`src/rtl/parity_serial_arbiter.sv`:
```
// Two-requester round-robin arbiter that serialises the granted word LSB first with running parity.
// Build option: define PARITY_ODD_EN for odd parity (initial parity state 1); default is even parity.
module parity_serial_arbiter #(
    parameter int WIDTH = 8
) (
    input  logic             clk,
    input  logic             reset,
    input  logic             req0_valid,
    input  logic [WIDTH-1:0] req0_data,
    output logic             req0_ready,
    input  logic             req1_valid,
    input  logic [WIDTH-1:0] req1_data,
    output logic             req1_ready,
    output logic             bit_out,
    output logic             bit_valid,
    output logic             parity_out,
    output logic             done,
    output logic             done_id,
    output logic             done_parity,
    output logic             busy
);
    localparam int CW = (WIDTH > 1) ? $clog2(WIDTH) : 1;

`ifdef PARITY_ODD_EN
    localparam logic PAR_INIT = 1'b1;
`else
    localparam logic PAR_INIT = 1'b0;
`endif

    typedef enum logic [1:0] {IDLE, SHIFT, DONE} state_t;

    state_t           state_q, state_d;
    logic [WIDTH-1:0] word_q, word_d;
    logic [CW-1:0]    cnt_q, cnt_d;
    logic             id_q, id_d;
    logic             par_q, par_d;
    logic             last_q, last_d;
    logic             busy_q, busy_d;
    logic             bit_valid_q, bit_valid_d;
    logic             done_q, done_d;
    logic             done_id_q, done_id_d;
    logic             done_par_q, done_par_d;

    logic             grant_id;
    logic             accept;
    logic [WIDTH-1:0] data_sel;

    // With both requesters valid, the one not granted last wins.
    always_comb begin
        grant_id = (req0_valid && req1_valid) ? ~last_q : req1_valid;
        accept   = (state_q == IDLE) && (req0_valid || req1_valid) && !reset;
        data_sel = grant_id ? req1_data : req0_data;
    end

    assign req0_ready = accept && !grant_id;
    assign req1_ready = accept && grant_id;

    always_comb begin
        state_d = state_q;
        word_d  = word_q;
        cnt_d   = cnt_q;
        id_d    = id_q;
        par_d   = par_q;
        last_d  = last_q;
        case (state_q)
            IDLE: begin
                if (accept) begin
                    word_d  = data_sel;
                    id_d    = grant_id;
                    cnt_d   = '0;
                    par_d   = PAR_INIT;
                    last_d  = grant_id;
                    state_d = SHIFT;
                end
            end
            SHIFT: begin
                // The word shifts right so the current bit is always word_q[0].
                word_d = word_q >> 1;
                par_d  = par_q ^ word_q[0];
                cnt_d  = cnt_q + 1'b1;
                if (cnt_q == CW'(WIDTH - 1)) begin
                    state_d = DONE;
                end
            end
            DONE: begin
                state_d = IDLE;
            end
            default: begin
                state_d = IDLE;
            end
        endcase
        busy_d      = (state_d != IDLE);
        bit_valid_d = (state_d == SHIFT);
        done_d      = (state_d == DONE);
        done_id_d   = done_d & id_d;
        done_par_d  = done_d & par_d;
    end

    always_ff @(posedge clk) begin
        if (reset) begin
            state_q     <= IDLE;
            word_q      <= '0;
            cnt_q       <= '0;
            id_q        <= 1'b0;
            par_q       <= 1'b0;
            last_q      <= 1'b1;
            busy_q      <= 1'b0;
            bit_valid_q <= 1'b0;
            done_q      <= 1'b0;
            done_id_q   <= 1'b0;
            done_par_q  <= 1'b0;
        end else begin
            state_q     <= state_d;
            word_q      <= word_d;
            cnt_q       <= cnt_d;
            id_q        <= id_d;
            par_q       <= par_d;
            last_q      <= last_d;
            busy_q      <= busy_d;
            bit_valid_q <= bit_valid_d;
            done_q      <= done_d;
            done_id_q   <= done_id_d;
            done_par_q  <= done_par_d;
        end
    end

    assign busy        = busy_q;
    assign bit_valid   = bit_valid_q;
    assign bit_out     = bit_valid_q & word_q[0];
    assign parity_out  = bit_valid_q & (par_q ^ word_q[0]);
    assign done        = done_q;
    assign done_id     = done_id_q;
    assign done_parity = done_par_q;

endmodule

```
`config.mk`:
```
export PLATFORM = sky130hd
export DESIGN_NAME = parity_serial_arbiter
export DESIGN_NICKNAME = d
export VERILOG_FILES = /design/src/rtl/parity_serial_arbiter.sv
export SDC_FILE = /design/constraint.sdc
export NUM_CORES = 1
export LEC_CHECK = 0
export BUFFER_PORTS_ARGS = -buffer_cell sky130_fd_sc_hd__buf_2
export CAP_MARGIN = 0
export CORE_MARGIN = 4
export CORE_UTILIZATION = 52
export CTS_BUF_LIST = sky130_fd_sc_hd__clkbuf_8
export DETAILED_ROUTE_END_ITERATION = 7
export PLACE_DENSITY_LB_ADDON = 0.2
export SLEW_MARGIN = 15
export SYNTH_ARGS = -nofsm -noshare
export SYNTH_HDL_FRONTEND = slang
export SYNTH_SLANG_ARGS = --single-unit
```
`constraint.sdc`:
```
create_clock -name clk -period 1.7 [get_ports clk]
set_input_delay 0.17 -clock clk [delete_from_list [all_inputs] [get_ports clk]]
set_output_delay 0.17 -clock clk [all_outputs]
set_load 0.05 [all_outputs]
```
==> metrics.md <==
| Metric | Value |
|---|---|
| CP Cell Sequence | `or3_1 -> nor2_1 -> clkbuf_4` |
| Fin Clk Skew | `6.08 ps` |
| Worst stage delay on the critical path | `420 ps` |
| TritonCTS clock tree | `built` |
| Die Wd | `51.4 um` |
| Data arrival time of the worst path | `1430 ps` |
| Fmax | `624 MHz` |
| Async SR Flop Fraction | `0` |
| First-pass GRT wire length | `3690 um` |
| Setup Fix Bufs, Post-CTS | `0` |
| Non-filler cells, final | `164` |
| Number of CTS-inserted buffers | `3` |
| Syn-to-layout area delta | `21.0%` |
| Via/cell ratio | `5.41` |
| Ys flop type | `dfxtp_1` |
| Pre-antenna DRT Iters | `4` |
| Warnings, synthesis | `0` |
| Seq/Total Area, Yosys | `0.430` |
| Worst relative slew slack | `0.680` |
| Top-Level Pins | `29` |
| Number of max-cap violations | `0` |
| Register area | `422 um^2` |
| Antenna viol nets, final | `0` |
| Dpl cells | `160` |
| Grt ovf | `0` |
| Synth Instances | `111` |
| Final hold viol count | `0` |
| Commonest cells after routing, fill and taps aside | `buf_2, dfxtp_1, nor2_1, nand2_1, a21oi_1` |
| Clock Path Buffers | `2` |
| Ratio of cells with drive above 1 in the final layout | `0.324` |
| Commonest non-fill, non-tap cell in the layout | `buf_2` |
| EDFF count, synth | `0` |
| CP max-delay cell | `or3_1` |
| Tightest Pin Transition | `476 ps` |
| Unrepaired setup endpoints after global routing | `false` |
| P per Cell Area | `900 nW/um^2` |
| Filler cells | `165` |
| Final worst setup slack | `96.6 ps` |
| Fin. max-slew vios | `0` |
| Met3 Routed Length | `130 um` |
| Top layer in use | `met4` |
| WL/cell | `13.0 um` |
| Routability cong. | `0.804` |
| Vias | `888` |
| Core ar. | `1750 um^2` |
| Syn_nets | `133` |
| Final setup violation count | `0` |
| Critical Path RT | `1530 ps` |
| Root Buffer | `clkbuf_8` |
| Initial antenna violation count | `0` |
| Worst Setup End Kind | `primary output` |
| TritonCTS Sinks | `21` |
| IO buf count | `28` |
| Worst setup path category | `reg -> out` |
| Worst Hold Class | `in -> reg` |
| Number of buffers inserted by hold repair at cts | `0` |
| Synth cell types | `32` |
| Final net count | `162` |
| Worst-skew pair later-pin latency | `260 ps` |
| Multi-input logic area | `520 um^2` |
| CTS H-tree depth | `1` |
| Die Y | `51.4 um` |
| Met1 wire length | `947 um` |
| Fin util | `0.678` |
| Final min period | `1600 ps` |
| Leakage power | `0.512 nW` |
| Worst path bufs/invs | `1` |
| Number of global-route vias before repair | `824` |
| N_diodes | `0` |
| Fin Hold WS | `167 ps` |
| Largest net degree at the start of global routing | `17` |
| Top delay family on crit path | `simple AND/OR/NAND/NOR gates` |
| DRT iter0 DRCs | `10` |
| Total wire length | `2140 um` |
| DPL Wire Length | `1620 um` |
| Row cnt | `15` |
| Clk slew on worst S/H paths | `80 ps` |
| Max rail drop VDD | `0.000587 V` |
| Syn_area_per_cell | `8.81 um^2` |
| Crit share post-route | `0.943` |
| CP Launch Type | `flip-flop` |
| Worst slack, placed | `325 ps` |
| Gr usage total | `0.186` |
| Drt drc | `0` |
| Met2 WL | `1020 um` |
| Number of synthesized register bits | `21` |
| Status | `complete, no violations` |
| Starting Density | `0.561` |
| Total power | `0.00107 W` |
| Die area | `2640 um^2` |
| Synthesized area | `978 um^2` |
| CP max FO | `11` |
==> where the power goes <==
group          internal (W)  switching (W)
registers          0.000522      0.0000250
logic             0.0000799       0.000108
clock network      0.000164       0.000167
==> worst min-delay path, stage by stage <==
cell and delay, ps:
buf_2 90, nand2_1 40, a311oi_1 70
==> routing by layer <==
layer / global-route usage / vias up
met5: 0 / -
met4: 0.0917 / 0
met3: 0.0321 / 5
met2: 0.301 / 28
met1: 0.237 / 405
li1: - / 450
==> registers in the layout, summed over array words and instances (netlist names) <==
register and cells:
id_q 1, last_q 1, done_id 1, cnt_q 3, state_q 2, busy 1
done 1, done_parity 1, par_q 1, word_q 8, bit_valid 1
==> path summary, 6_finish.rpt <==
path / start / endpoint / slack [ps] / cells past startpoint
setup / recovery: state_q[0]$_SDFF_PP0_ / req0_ready / 100 / 3
hold / removal: req0_data[7] / word_q[7]$_SDFFE_PP0P_ / 170 / 3
setup reg to reg: state_q[0]$_SDFF_PP0_ / done_id$_SDFF_PP0_ / 280 / 3
hold reg to reg: word_q[4]$_SDFFE_PP0P_ / word_q[4]$_SDFFE_PP0P_ / 480 / 1
==> area by class of cell <==
class                           instances  area share
Tap cell                               25      0.0264
Clock inverter                          1     0.00423
Timing Repair Buffer                   30       0.135
Clock buffer                            3      0.0349
Sequential cell                        21       0.356
Inverter                                1     0.00317
Multi-Input combinational cell         83       0.440
==> cell usage after synthesis, types with 2 or more instances <==
cell type  count  area (um^2)
dfxtp_1       21          420
nand2_1       11         41.3
a21oi_1        7         35.0
o2bb2ai_1      2         17.5
mux2_2         5         56.3
ha_1           2         25.0
clkbuf_1       2         7.51
and2_0         2         12.5
a31oi_1        3         18.8
nor2_1        12         45.0
nand3_1        6         30.0
o21ai_0        4         20.0
a211oi_1       3         22.5
nor3b_1        2         15.0
a21boi_0       2         15.0
buf_2          3         15.0
o22ai_1        2         12.5
and2_1         4         25.0
nor3_1         5         25.0
==> kinds of logic after synthesis <==
kind of cell,synth area share
AND/OR/NAND/NOR,0.228
AO/OA/AOI/OAI,0.212
flip-flops,0.430
buffers and inverters,0.0384
multiplexers,0.0575
adder cells (fa/ha/maj),0.0256
XOR/XNOR,0.00895
==> through the flow <==
stage               cell area (um^2)  TNS (ps)
floorplan                        978      -112
global placement                1130         0
detailed placement              1130         0
CTS                             1180         0
global route                    1180         0
finish                          1180         0
==> repair_timing <==
action                                  4_1_cts  5_1_grt
hold endpoints to repair                      0        0
resized for setup                             0        3
endpoints found under the setup margin        0        2
Power figures use the tool's default switching activity.
